[config.mk]
export PLATFORM = sky130hd
export DESIGN_NAME = instr_issue_unit
export DESIGN_NICKNAME = d
export VERILOG_FILES = /design/src/rtl/tisc_pkg.sv /design/src/rtl/instr_issue_unit.sv
export SDC_FILE = /design/constraint.sdc
export NUM_CORES = 1
export LEC_CHECK = 0
export CORE_ASPECT_RATIO = 0.5
export CORE_MARGIN = 4
export CORE_UTILIZATION = 43
export CTS_CLUSTER_DIAMETER = 60
export CTS_CLUSTER_SIZE = 40
export DETAILED_ROUTE_END_ITERATION = 10
export PLACE_DENSITY = 0.76
export SLEW_MARGIN = 20
export SYNTH_ARGS = -nofsm -noshare
export SYNTH_HDL_FRONTEND = slang
export SYNTH_SLANG_ARGS = --single-unit
export TNS_END_PERCENT = 5
[constraint.sdc]
create_clock -name clk -period 1.5 [get_ports clk]
set_input_delay 0.225 -clock clk [delete_from_list [all_inputs] [get_ports clk]]
set_output_delay 0.225 -clock clk [all_outputs]
set_load 0.01 [all_outputs]
[src/rtl/tisc_pkg.sv]
// tisc_pkg: opcodes, issue FSM states, instruction field positions and opcode classifiers.
package tisc_pkg;
  localparam logic [3:0] OP_LOAD  = 4'b0000;
  localparam logic [3:0] OP_STORE = 4'b0001;
  localparam logic [3:0] OP_ADD   = 4'b0010;
  localparam logic [3:0] OP_SUB   = 4'b0011;
  localparam logic [3:0] OP_LS    = 4'b0100;
  localparam logic [3:0] OP_CMP   = 4'b0101;
  localparam logic [3:0] OP_HALT  = 4'b1111;
  localparam int OP_POS  = 12;
  localparam int RD_POS  = 8;
  localparam int RS1_POS = 4;
  localparam int RS2_POS = 0;
  typedef enum logic [2:0] {
    S_IDLE, S_FETCH, S_DECODE, S_SETTLE, S_EXEC, S_MEMWAIT, S_HALT
  } state_e;
  function automatic logic is_mem_op(input logic [3:0] op);
    return op == OP_LOAD || op == OP_STORE;
  endfunction
  function automatic logic is_illegal(input logic [3:0] op);
    return op >= 4'b0110 && op <= 4'b1110;
  endfunction
endpackage

[src/rtl/instr_issue_unit.sv]
// instr_issue_unit: fetches instructions, splits fields, drives the CU opcode and strobes exec_valid.
module instr_issue_unit
  import tisc_pkg::*;
#(
  parameter int ADDR_W  = 8,
  parameter int INSTR_W = 16
) (
  input  logic              clk,
  input  logic              rst_n,
  input  logic              start,
  output logic              imem_req,
  output logic [ADDR_W-1:0] imem_addr,
  input  logic              imem_ack,
  input  logic [INSTR_W-1:0] imem_data,
  output logic [3:0]        opcode,
  output logic [3:0]        rd_addr,
  output logic [3:0]        rs1_addr,
  output logic [3:0]        rs2_addr,
  output logic              exec_valid,
  input  logic              dmem_done,
  output logic [ADDR_W-1:0] pc,
  output logic              halted,
  output logic              illegal
);
  state_e state_q, state_d;
  logic [ADDR_W-1:0] pc_q, pc_d;
  logic [INSTR_W-1:0] ir_q, ir_d;
  logic [3:0] op_q, op_d, rd_q, rd_d, rs1_q, rs1_d, rs2_q, rs2_d;
  logic illegal_q, illegal_d;
  logic [3:0] ir_op;
  assign ir_op = ir_q[OP_POS +: 4];
  always_comb begin
    state_d   = state_q;
    pc_d      = pc_q;
    ir_d      = ir_q;
    op_d      = op_q;
    rd_d      = rd_q;
    rs1_d     = rs1_q;
    rs2_d     = rs2_q;
    illegal_d = illegal_q;
    case (state_q)
      S_IDLE:    state_d = start ? S_FETCH : S_IDLE;
      S_FETCH: if (imem_ack) begin
        ir_d    = imem_data;
        pc_d    = pc_q + ADDR_W'(1);
        state_d = S_DECODE;
      end
      S_DECODE: begin
        op_d      = ir_op;
        rd_d      = ir_q[RD_POS +: 4];
        rs1_d     = ir_q[RS1_POS +: 4];
        rs2_d     = ir_q[RS2_POS +: 4];
        illegal_d = illegal_q | is_illegal(ir_op);
        state_d   = (ir_op == OP_HALT || is_illegal(ir_op)) ? S_HALT : S_SETTLE;
      end
      S_SETTLE:  state_d = S_EXEC;
      S_EXEC:    state_d = (is_mem_op(op_q) && !dmem_done) ? S_MEMWAIT : S_FETCH;
      S_MEMWAIT: state_d = dmem_done ? S_FETCH : S_MEMWAIT;
      S_HALT:    state_d = S_HALT;
      default:   state_d = S_IDLE;
    endcase
  end
  always_ff @(posedge clk) begin
    if (!rst_n) begin
      state_q   <= S_IDLE;
      pc_q      <= '0;
      ir_q      <= '0;
      op_q      <= OP_HALT;
      rd_q      <= '0;
      rs1_q     <= '0;
      rs2_q     <= '0;
      illegal_q <= 1'b0;
    end else begin
      state_q   <= state_d;
      pc_q      <= pc_d;
      ir_q      <= ir_d;
      op_q      <= op_d;
      rd_q      <= rd_d;
      rs1_q     <= rs1_d;
      rs2_q     <= rs2_d;
      illegal_q <= illegal_d;
    end
  end
  assign imem_req   = state_q == S_FETCH;
  assign imem_addr  = pc_q;
  assign exec_valid = state_q == S_EXEC;
  assign halted     = state_q == S_HALT;
  assign illegal    = illegal_q;
  assign pc         = pc_q;
  assign opcode     = op_q;
  assign rd_addr    = rd_q;
  assign rs1_addr   = rs1_q;
  assign rs2_addr   = rs2_q;
endmodule

Word level (Yosys, flattened, before mapping) --
Index checks and enable logic that the tools add are counted.
Storage, ports and cells: logic and storage cells 35, register bits after elaboration 44, input bits 21, output and inout bits 36
Operators by class: order comparisons 2, bitwise gates (word level) 1, add/subtract/negate cells 1, reductions and logical operators 8, equal/unequal tests 9, muxes and demuxes 6
Operator list (number):
- 3-bit one-hot mux with 7 select lines | 1
- 3-bit 2-to-1 mux | 4
- 3-bit == test, second input constant | 3
- 8-bit by 1-bit adder with 8-bit output, second input constant | 1
- 3-bit by 2-bit == test with 1-bit output, second input constant | 2
- 4-bit by 1-bit == test with 1-bit output, second input constant | 1
- 4-bit == test, second input constant | 1
- 4-bit by 3-bit greater-or-equal comparator with 1-bit output, second input constant | 1
- 4-bit less-or-equal comparator, second input constant | 1
- 4-bit logical NOT | 1
- 3-bit by 1-bit == test with 1-bit output, second input constant | 1
- 3-bit logical NOT | 1
- 1-bit logical AND | 2
- 1-bit logical OR | 2
- 2-bit by 1-bit != test with 1-bit output, second input constant | 1
- 2-bit AND reduction | 1
- 1-bit logical NOT | 1
- 1-bit 2-to-1 mux | 1
- 1-bit OR | 1

Logic depth before layout (Yosys ltp) --
Gate-level depths: netlist of the first run.
depth after elaboration 5, mapped depth 7, gate-level depth less buffers 5

Least setup slack after synthesis of the first run --
Ideal clock, no wire load.
path type flip-flop to flip-flop, start register state_q[0], end register pc_q[4], in the netlist imem_addr[4], library setup time 115 ps, data required time 1385 ps, period minus slack after synthesis 1285 ps, path slack 215 ps, arrival 1170 ps, stages on the path, launching flop included 5, buffers on the path 0, cell sequence dfxtp_1 -> nor3b_4 -> nand3_1 -> xnor2_1 -> and2_1
On the way: cells in the longest elaborated chain, start to end 2
Ends and longest elaborated chain:
- from (decl) | line instr_issue_unit.sv:25 | state_e state_q, state_d;
- from (signal assigned) | line instr_issue_unit.sv:74 | state_q <= state_d;
- 3-bit by 1-bit == test with 1-bit output
- net imem_req | line instr_issue_unit.sv:11 | output logic imem_req,
- 2-bit AND reduction (no source line)
- to (signal assigned) | line instr_issue_unit.sv:75 | pc_q <= pc_d;
- to (decl) | line instr_issue_unit.sv:26 | logic [ADDR_W-1:0] pc_q, pc_d;
The timed path passes the listed nets, and every way through them passes these cells. A chain may end at the register's enable or synchronous reset.

Final worst setup path of the first run --
start register pc_q[1], in the netlist imem_addr[1], end output port pc[1]
RTL lines:
- to (decl) | line instr_issue_unit.sv:21 | output logic [ADDR_W-1:0] pc,
No word-level cell between the ends.

==> results of run 1 <==
==> layer usage <==
metal / global-route usage / vias to the layer above / share of wire
met5: 0 / - / 0
li1: - / 826 / -
met2: 0.2798 / 31 / 0.50
met4: 0.06250 / 0 / 0.011
met3: 0.04635 / 4 / 0.040
met1: 0.1827 / 772 / 0.45
==> tightest hold or removal path, stage by stage, from the launching register on <==
cell and delay (ps):
sky130_fd_sc_hd__dfxtp_1 320, sky130_fd_sc_hd__nand2_1 50, sky130_fd_sc_hd__a21boi_1 50
==> path summary, 6_finish.rpt <==
| check | start | to | slack [ps] | cells past startpoint |
|---|---|---|---|---|
| max | imem_addr[1] | pc[1] | 50 | 1 |
| min | rs2_addr[0] | rs2_addr[0] | 450 | 2 |
| max reg2reg | state_q[1] | ir_q[7] | 140 | 5 |
| min reg2reg | rs2_addr[0] | rs2_addr[0] | 450 | 2 |
==> synthesized netlist by cell type <==
library cell	instances	area share
sky130_fd_sc_hd__inv_1	1	0.0019
sky130_fd_sc_hd__o41ai_1	1	0.0044
sky130_fd_sc_hd__o21ai_0	1	0.0025
sky130_fd_sc_hd__nand2b_1	1	0.0032
sky130_fd_sc_hd__a21boi_1	21	0.080
sky130_fd_sc_hd__clkbuf_1	5	0.0095
sky130_fd_sc_hd__a21boi_2	9	0.051
sky130_fd_sc_hd__nand2_1	59	0.11
sky130_fd_sc_hd__a31oi_1	1	0.0032
sky130_fd_sc_hd__ha_1	1	0.0063
sky130_fd_sc_hd__dfxtp_1	44	0.45
sky130_fd_sc_hd__nor3_1	5	0.013
sky130_fd_sc_hd__a21o_1	1	0.0038
sky130_fd_sc_hd__or3_1	1	0.0032
sky130_fd_sc_hd__nor2_1	2	0.0038
sky130_fd_sc_hd__and2b_1	1	0.0038
sky130_fd_sc_hd__nor2b_1	3	0.0095
sky130_fd_sc_hd__buf_2	3	0.0076
sky130_fd_sc_hd__nand3_1	8	0.020
sky130_fd_sc_hd__a32o_1	1	0.0051
sky130_fd_sc_hd__xnor2_1	4	0.018
sky130_fd_sc_hd__nand4_1	2	0.0063
sky130_fd_sc_hd__o211ai_1	1	0.0038
sky130_fd_sc_hd__nand4bb_4	1	0.014
sky130_fd_sc_hd__and3_1	2	0.0063
sky130_fd_sc_hd__and2_1	8	0.025
sky130_fd_sc_hd__buf_8	1	0.0076
sky130_fd_sc_hd__xor2_1	2	0.0089
sky130_fd_sc_hd__o21a_1	1	0.0038
sky130_fd_sc_hd__buf_6	3	0.017
sky130_fd_sc_hd__nor3b_4	1	0.0095
sky130_fd_sc_hd__a21oi_1	2	0.0051
sky130_fd_sc_hd__nand2_2	9	0.029
sky130_fd_sc_hd__nor2b_2	1	0.0044
sky130_fd_sc_hd__and4bb_1	1	0.0063
sky130_fd_sc_hd__o22ai_1	1	0.0032
sky130_fd_sc_hd__buf_4	11	0.042
==> power by group <==
part	total (mW)	internal [mW]	switching (mW)
Sequential	1.24	1.21	0.0350
Combinational	0.371	0.204	0.167
Clock	0.963	0.545	0.418
==> metrics by stage <==
step           cells  hold slack, ps  setup TNS [ps]  area (sq um)  utilization
2_1_floorplan    220           351.7               0          1974            -
3_5_place_dp     325           442.8          -207.1          2591       0.5857
4_1_cts          333           456.8               0          2720       0.6148
5_1_grt          333           477.4               0          2738       0.6188
3_3_place_gp     325           435.7          -14.08          2591       0.5857
6_report         333           453.0               0          2738       0.6188
==> layout make-up <==
cell class                 count  area share
clock buffer                   6     0.03016
clock inverter                 2     0.01417
inverter                       1    0.001371
multi-input combinational    152      0.3387
sequential                    44      0.3282
tap                           57     0.02605
timing repair buffer          71      0.2614
==> cells by family after synthesis <==
logic type	after synthesis	synth area share
xor gates and xnor gates	6	0.02662
DFF	44	0.4461
buffers and inverters	24	0.08555
and+or+nand+nor	105	0.2693
adders and majority gates	1	0.006336
AOI/OAI and AO/OA	40	0.1660
==> flip-flops by register name, indices dropped and copies added, names as in the netlist <==
name / cells
ir_q: 16
imem_addr: 8
rs1_addr: 4
state_q: 3
illegal: 1
rd_addr: 4
rs2_addr: 4
opcode: 4
==> metrics.txt, run 1 <==
# TYPE chip_impl_metric gauge
chip_impl_info{name="run_status",value="completed"} 1
chip_impl_metric{name="cts.reportedPaths.clkPinSlew",unit="ps"} 90
chip_impl_metric{name="post_cts_repair_setup_buffers",unit=""} 0
chip_impl_metric{name="tritoncts_num_sinks",unit=""} 44
chip_impl_metric{name="drt_pass_1_iters",unit=""} 6
chip_impl_metric{name="pins_over_slew_limit",unit=""} 0
chip_impl_metric{name="cts_resized",unit=""} 14
chip_impl_metric{name="die_height",unit="um"} 55.92
chip_impl_metric{name="clock_insertion_delay_at_the_later_pin_of_the_skew_report",unit="ps"} 300
chip_impl_metric{name="avgRoutedWirePerCell",unit="um"} 13.11
chip_impl_info{name="min-delay-path-class",value="flop to flop"} 1
chip_impl_info{name="end_kind",value="output port"} 1
chip_impl_metric{name="die_outline_area",unit="sq mm"} 0.005806
chip_impl_metric{name="worst_slack",unit="ps"} 47.35
chip_impl_metric{name="drv.max_cap_violation_count",unit=""} 0
chip_impl_info{name="cts_tree",value="yes"} 1
chip_impl_metric{name="skew",unit="ps"} 5.624
chip_impl_metric{name="achievable-frequency",unit="GHz"} 0.6884
chip_impl_metric{name="nets",unit=""} 297
chip_impl_metric{name="placeableCoreArea",unit="sq mm"} 0.004424
chip_impl_metric{name="h-tree-depth",unit=""} 2
chip_impl_info{name="grt_setup_unrepaired",value="no"} 1
chip_impl_metric{name="syn-instance-count",unit=""} 220
chip_impl_metric{name="setup_viol_count_final",unit=""} 0
chip_impl_metric{name="diodes",unit=""} 0
chip_impl_info{name="timing.critical_path.slowest_stage_cell",value="sky130_fd_sc_hd__clkdlybuf4s50_1"} 1
chip_impl_metric{name="headroom_to_the_max_slew_limit",unit=""} 0.7681
chip_impl_metric{name="detailroute.via_count",unit=""} 1633
chip_impl_metric{name="antenna_found_initial",unit=""} 0
chip_impl_metric{name="initial_utilization",unit=""} 0.4463
chip_impl_metric{name="ys_warn_count",unit=""} 0
chip_impl_metric{name="sequential_cell_area",unit="sq um"} 898.4
chip_impl_metric{name="post-route-drc-count",unit=""} 0
chip_impl_metric{name="drt-initial-drc-count",unit=""} 75
chip_impl_metric{name="grtUsageTotal",unit=""} 0.1585
chip_impl_metric{name="top_level_ports",unit=""} 57
chip_impl_metric{name="critPathMaxFanout",unit=""} 5
chip_impl_metric{name="synth_seq_area_share",unit=""} 0.4461
chip_impl_metric{name="grt_first_pass_wirelength",unit="um"} 7458
chip_impl_metric{name="avgViaCountPerCell",unit=""} 4.904
chip_impl_metric{name="final_antenna_net_count",unit=""} 0
chip_impl_metric{name="mappedNetlistArea",unit="sq mm"} 0.001974
chip_impl_metric{name="portBuffers",unit=""} 56
chip_impl_metric{name="cellLeakagePower",unit="nW"} 1.088
chip_impl_metric{name="final_critical_period",unit="ps"} 1453
chip_impl_metric{name="synth.ff_latch_count",unit=""} 44
chip_impl_metric{name="critPathArrivalTime",unit="ps"} 1230
chip_impl_metric{name="floorplan.die.width",unit="um"} 103.8
chip_impl_metric{name="synthesis_to_layout_area_growth",unit="%"} 38.66
chip_impl_metric{name="place_ws",unit="ps"} -76.46
chip_impl_metric{name="irDropWorstVdd",unit="uV"} 376.7
chip_impl_metric{name="timing.critical_path.slowest_cell_delay",unit="ps"} 550
chip_impl_metric{name="cts_made_buffers",unit=""} 5
chip_impl_metric{name="share_of_final_layout_standard_cells_stronger_than_drive_strength_1",unit=""} 0.2029
chip_impl_metric{name="dp_hpwl",unit="um"} 3182
chip_impl_info{name="cells_traversed_along_the_worst_timing_path",value="clkdlybuf4s50_1"} 1
chip_impl_metric{name="rows",unit=""} 17
chip_impl_metric{name="totalPowerFinal",unit="mW"} 2.579
chip_impl_metric{name="synthDistinctLibCells",unit=""} 37
chip_impl_info{name="timing.setup.critical_path_class",value="flop to output port"} 1
chip_impl_info{name="path_delay_family",value="buffers and inverters"} 1
chip_impl_metric{name="worstPathRequired",unit="ps"} 1270
chip_impl_metric{name="power-per-cell-area",unit="mW/mm^2"} 942.1
chip_impl_metric{name="hold_viol_final",unit=""} 0
chip_impl_metric{name="synth.net_count",unit=""} 242
chip_impl_info{name="layout_commonest_cell",value="sky130_fd_sc_hd__nand2_1"} 1
chip_impl_metric{name="residual_overflow_from_global_routing",unit=""} 0
chip_impl_info{name="mostFrequentLayoutCells",value="sky130_fd_sc_hd__nand2_1, sky130_fd_sc_hd__clkdlybuf4s50_1, sky130_fd_sc_hd__dfxtp_1, sky130_fd_sc_hd__a21boi_1, sky130_fd_sc_hd__buf_4"} 1
chip_impl_metric{name="postRouteWirelength",unit="um"} 4366
chip_impl_metric{name="synthesis.area_per_instance",unit="sq um"} 8.975
chip_impl_metric{name="via_count_of_the_first_global_routing_pass",unit=""} 1605
chip_impl_metric{name="maximum_number_of_pins_on_one_net_before_global_route_repair",unit=""} 37
chip_impl_metric{name="fillers",unit=""} 368
chip_impl_info{name="cell_at_the_root_of_the_clock_tree",value="sky130_fd_sc_hd__clkbuf_8"} 1
chip_impl_metric{name="cts-root-to-sink-buffers",unit=""} 2
chip_impl_metric{name="worst_slew_pin_slew",unit="ps"} 343.4
chip_impl_metric{name="cts_hold_repair.buffers",unit=""} 0
chip_impl_info{name="worst_setup_path_start_kind",value="flop"} 1
chip_impl_metric{name="multi_input_area",unit="sq um"} 927.1
chip_impl_metric{name="period_share",unit=""} 0.9684
chip_impl_metric{name="place_congestion",unit=""} 0.7793
chip_impl_metric{name="cp.buffers_inverters",unit=""} 1
No activity file was read; power rests on OpenSTA's default activity.
==> run 2: changes to the inputs <==
- CAP_MARGIN: not set -> 20
==> results of run 2 <==
The final DEF is identical to that of run 1; final timing and power are the same.
==> run 3: changes to the inputs <==
- CORE_ASPECT_RATIO: 0.5 -> 0.7
- clock period: 1.5 -> 1.4 ns (I/O delays scaled with it)
==> run 3 against run 2 <==
  * Sequential cell count unchanged
  * Largest power group unchanged
  * Critical path type unchanged
  * Utilization grew 1.4 points
  * Routed wire length down 1.2%
  * Clock power decreased by 0.7%
  * First-iteration DRC count fell by 15%
  * Combinational power increased by 10%
  * Worst hold slack better by 0.92 ps
==> metrics.txt, run 3 (synthesized netlist as in run 1, its figures left out) <==
# TYPE chip_impl_metric gauge
chip_impl_metric{name="die_height",unit="um"} 64.70
chip_impl_metric{name="totalPowerFinal",unit="mW"} 2.704
chip_impl_metric{name="residual_overflow_from_global_routing",unit=""} 0
chip_impl_metric{name="placeableCoreArea",unit="sq mm"} 0.004379
chip_impl_info{name="r2r_end",value="imem_addr[3]"} 1
chip_impl_metric{name="cts_made_buffers",unit=""} 5
chip_impl_metric{name="final_antenna_net_count",unit=""} 0
chip_impl_metric{name="number_of_flip_flops_under_the_largest_register_name",unit=""} 16
chip_impl_info{name="end_kind",value="output port"} 1
chip_impl_metric{name="timing.reg2reg.worst_path_depth",unit=""} 4
chip_impl_metric{name="avgRoutedWirePerCell",unit="um"} 12.76
chip_impl_info{name="run_status",value="completed"} 1
chip_impl_info{name="min-delay-path-class",value="flop to flop"} 1
chip_impl_metric{name="headroom_to_the_max_slew_limit",unit=""} 0.8206
chip_impl_metric{name="final_critical_period",unit="ps"} 1366
chip_impl_metric{name="place_congestion",unit=""} 0.8399
chip_impl_metric{name="setup_viol_count_final",unit=""} 0
chip_impl_info{name="hold_path_startpoint",value="rd_addr[3]"} 1
chip_impl_metric{name="final_cells",unit=""} 338
chip_impl_metric{name="maximum_number_of_pins_on_one_net_before_global_route_repair",unit=""} 19
chip_impl_metric{name="nets",unit=""} 304
chip_impl_info{name="min_delay_worst_endpoint",value="rd_addr[3]"} 1
chip_impl_info{name="worst_r2r_startpoint",value="state_q[1]"} 1
chip_impl_metric{name="cellLeakagePower",unit="nW"} 1.300
chip_impl_metric{name="synthesis_to_layout_area_growth",unit="%"} 40.30
chip_impl_metric{name="detailroute.via_count",unit=""} 1593
chip_impl_metric{name="period_share",unit=""} 0.9758
chip_impl_metric{name="avgViaCountPerCell",unit=""} 4.713
chip_impl_metric{name="drt_pass_1_iters",unit=""} 4
chip_impl_metric{name="share_of_final_layout_standard_cells_stronger_than_drive_strength_1",unit=""} 0.2332
chip_impl_metric{name="diodes",unit=""} 0
chip_impl_metric{name="worst_slew_pin_slew",unit="ps"} 265.6
chip_impl_metric{name="top_level_ports",unit=""} 57
chip_impl_metric{name="grt_first_pass_wirelength",unit="um"} 7155
chip_impl_metric{name="skew",unit="ps"} 5.608
chip_impl_metric{name="irDropWorstVdd",unit="uV"} 596.7
chip_impl_metric{name="hold_viol_final",unit=""} 0
chip_impl_metric{name="die_outline_area",unit="sq mm"} 0.005757
chip_impl_metric{name="antenna_found_initial",unit=""} 0
chip_impl_metric{name="via_count_of_the_first_global_routing_pass",unit=""} 1555
chip_impl_metric{name="drt-initial-drc-count",unit=""} 64
chip_impl_metric{name="portBuffers",unit=""} 56
chip_impl_metric{name="dp_hpwl",unit="um"} 3292
chip_impl_info{name="timing.setup.critical_path_class",value="flop to output port"} 1
chip_impl_metric{name="post-route-drc-count",unit=""} 0
chip_impl_metric{name="cts.reportedPaths.clkPinSlew",unit="ps"} 80
chip_impl_metric{name="grtUsageTotal",unit=""} 0.1574
chip_impl_metric{name="power-per-cell-area",unit="mW/mm^2"} 976.1
chip_impl_metric{name="post_cts_repair_setup_buffers",unit=""} 0
chip_impl_metric{name="critPathArrivalTime",unit="ps"} 1160
chip_impl_info{name="largest_register",value="ir_q"} 1
chip_impl_info{name="mostFrequentLayoutCells",value="sky130_fd_sc_hd__nand2_1, sky130_fd_sc_hd__dfxtp_1, sky130_fd_sc_hd__dlygate4sd2_1, sky130_fd_sc_hd__a21boi_1, sky130_fd_sc_hd__clkdlybuf4s50_1"} 1
chip_impl_metric{name="fillers",unit=""} 382
chip_impl_info{name="cts_tree",value="yes"} 1
chip_impl_metric{name="clock_insertion_delay_at_the_later_pin_of_the_skew_report",unit="ps"} 290
chip_impl_metric{name="critPathMaxFanout",unit=""} 6
chip_impl_metric{name="postRouteWirelength",unit="um"} 4314
chip_impl_metric{name="hold_depth",unit=""} 2
chip_impl_metric{name="initial_utilization",unit=""} 0.4509
chip_impl_metric{name="h-tree-depth",unit=""} 2
chip_impl_metric{name="drv.max_cap_violation_count",unit=""} 0
chip_impl_metric{name="pins_over_slew_limit",unit=""} 0
chip_impl_metric{name="r2r_slack",unit="ps"} 50
chip_impl_info{name="grt_setup_unrepaired",value="yes"} 1
chip_impl_metric{name="dp.cells",unit=""} 330
chip_impl_info{name="worst_setup_path_start_kind",value="flop"} 1
chip_impl_metric{name="worstPathRequired",unit="ps"} 1190
chip_impl_metric{name="tritoncts_num_sinks",unit=""} 44
chip_impl_metric{name="rows",unit=""} 20
chip_impl_metric{name="cts-root-to-sink-buffers",unit=""} 2
chip_impl_info{name="layout_commonest_cell",value="sky130_fd_sc_hd__nand2_1"} 1
chip_impl_metric{name="achievable-frequency",unit="GHz"} 0.7320
chip_impl_metric{name="floorplan.die.width",unit="um"} 88.99
chip_impl_info{name="cell_at_the_root_of_the_clock_tree",value="sky130_fd_sc_hd__clkbuf_8"} 1
run 3: changes by cell type in the layout (fill, tap and decap cells not counted), moves of 2 or more:
| cell | delta |
|---|---|
| sky130_fd_sc_hd__clkdlybuf4s50_1 | -26 |
| sky130_fd_sc_hd__dlygate4sd2_1 | +20 |
| sky130_fd_sc_hd__buf_4 | +6 |
| sky130_fd_sc_hd__dlymetal6s2s_1 | +5 |
| sky130_fd_sc_hd__buf_2 | +2 |
| sky130_fd_sc_hd__buf_6 | +2 |
| sky130_fd_sc_hd__nor3_1 | -2 |
| sky130_fd_sc_hd__nor3_2 | +2 |
run 3: what timing repair did:
item | CTS | global route
setup endpoints to repair | 34 | 31
resized for setup | 41 | 19
pin swaps | 0 | 1
hold buffers | 0 | 0
run 3: per-stage QoR:
step / setup TNS [ps] / hold slack [ps] / utilization / area, sq um / setup slack (ps)
finish: 0 / 454.0 / 0.6326 / 2770 / 33.85
global route: -42.72 / 468.0 / 0.6326 / 2770 / -33.02
CTS: -84.77 / 448.0 / 0.6229 / 2728 / -74.55
detailed placement: -2987 / 446.5 / 0.6003 / 2629 / -169.6
global placement: -2050 / 439.4 / 0.6003 / 2629 / -115.4
floorplan: 0 / 336.7 / - / 1974 / 115.2
run 3: area by class of cell:
type                    count  area (sq um)  area share
flip-flops and latches     44         897.1      0.3238
well taps                  55         68.82     0.02484
inverters                   1         3.754    0.001355
clock buffers               5         68.82     0.02484
clock inverters             3         42.54     0.01536
multi-input cells         152         943.4      0.3406
repair buffers             78         745.7      0.2692
run 3: power breakdown:
part	switching, mW	leakage (nW)	internal, mW
sequential	0.0403	0.361	1.30
combinational	0.180	0.885	0.229
clock	0.428	0.0541	0.528
run 3: worst max-delay path, cell delays in order, from the launching register on:
cell and delay [ps]:
sky130_fd_sc_hd__dfxtp_4 380, sky130_fd_sc_hd__nor2_2 130, sky130_fd_sc_hd__and2_1 130, sky130_fd_sc_hd__clkdlybuf4s15_1 230
run 3: how the worst max path moves through the flow:
| stage | from | endpoint |
|---|---|---|
| after global placement | imem_ack | imem_addr[7] |
| after detailed placement | imem_ack | imem_addr[7] |
| after CTS | imem_addr[3] | imem_addr[3] |
| final | state_q[0] | exec_valid |
| after floorplan | state_q[0] | imem_addr[4] |
| after global routing | state_q[0] | exec_valid |
run 3: layer usage:
layer  track usage  vias to the layer above  share of wire
li1              -                      839              -
met1        0.2166                      715           0.47
met2        0.2426                       37           0.47
met3       0.04193                        2          0.061
met4       0.04275                        0         0.0035
met5             0                        -              0
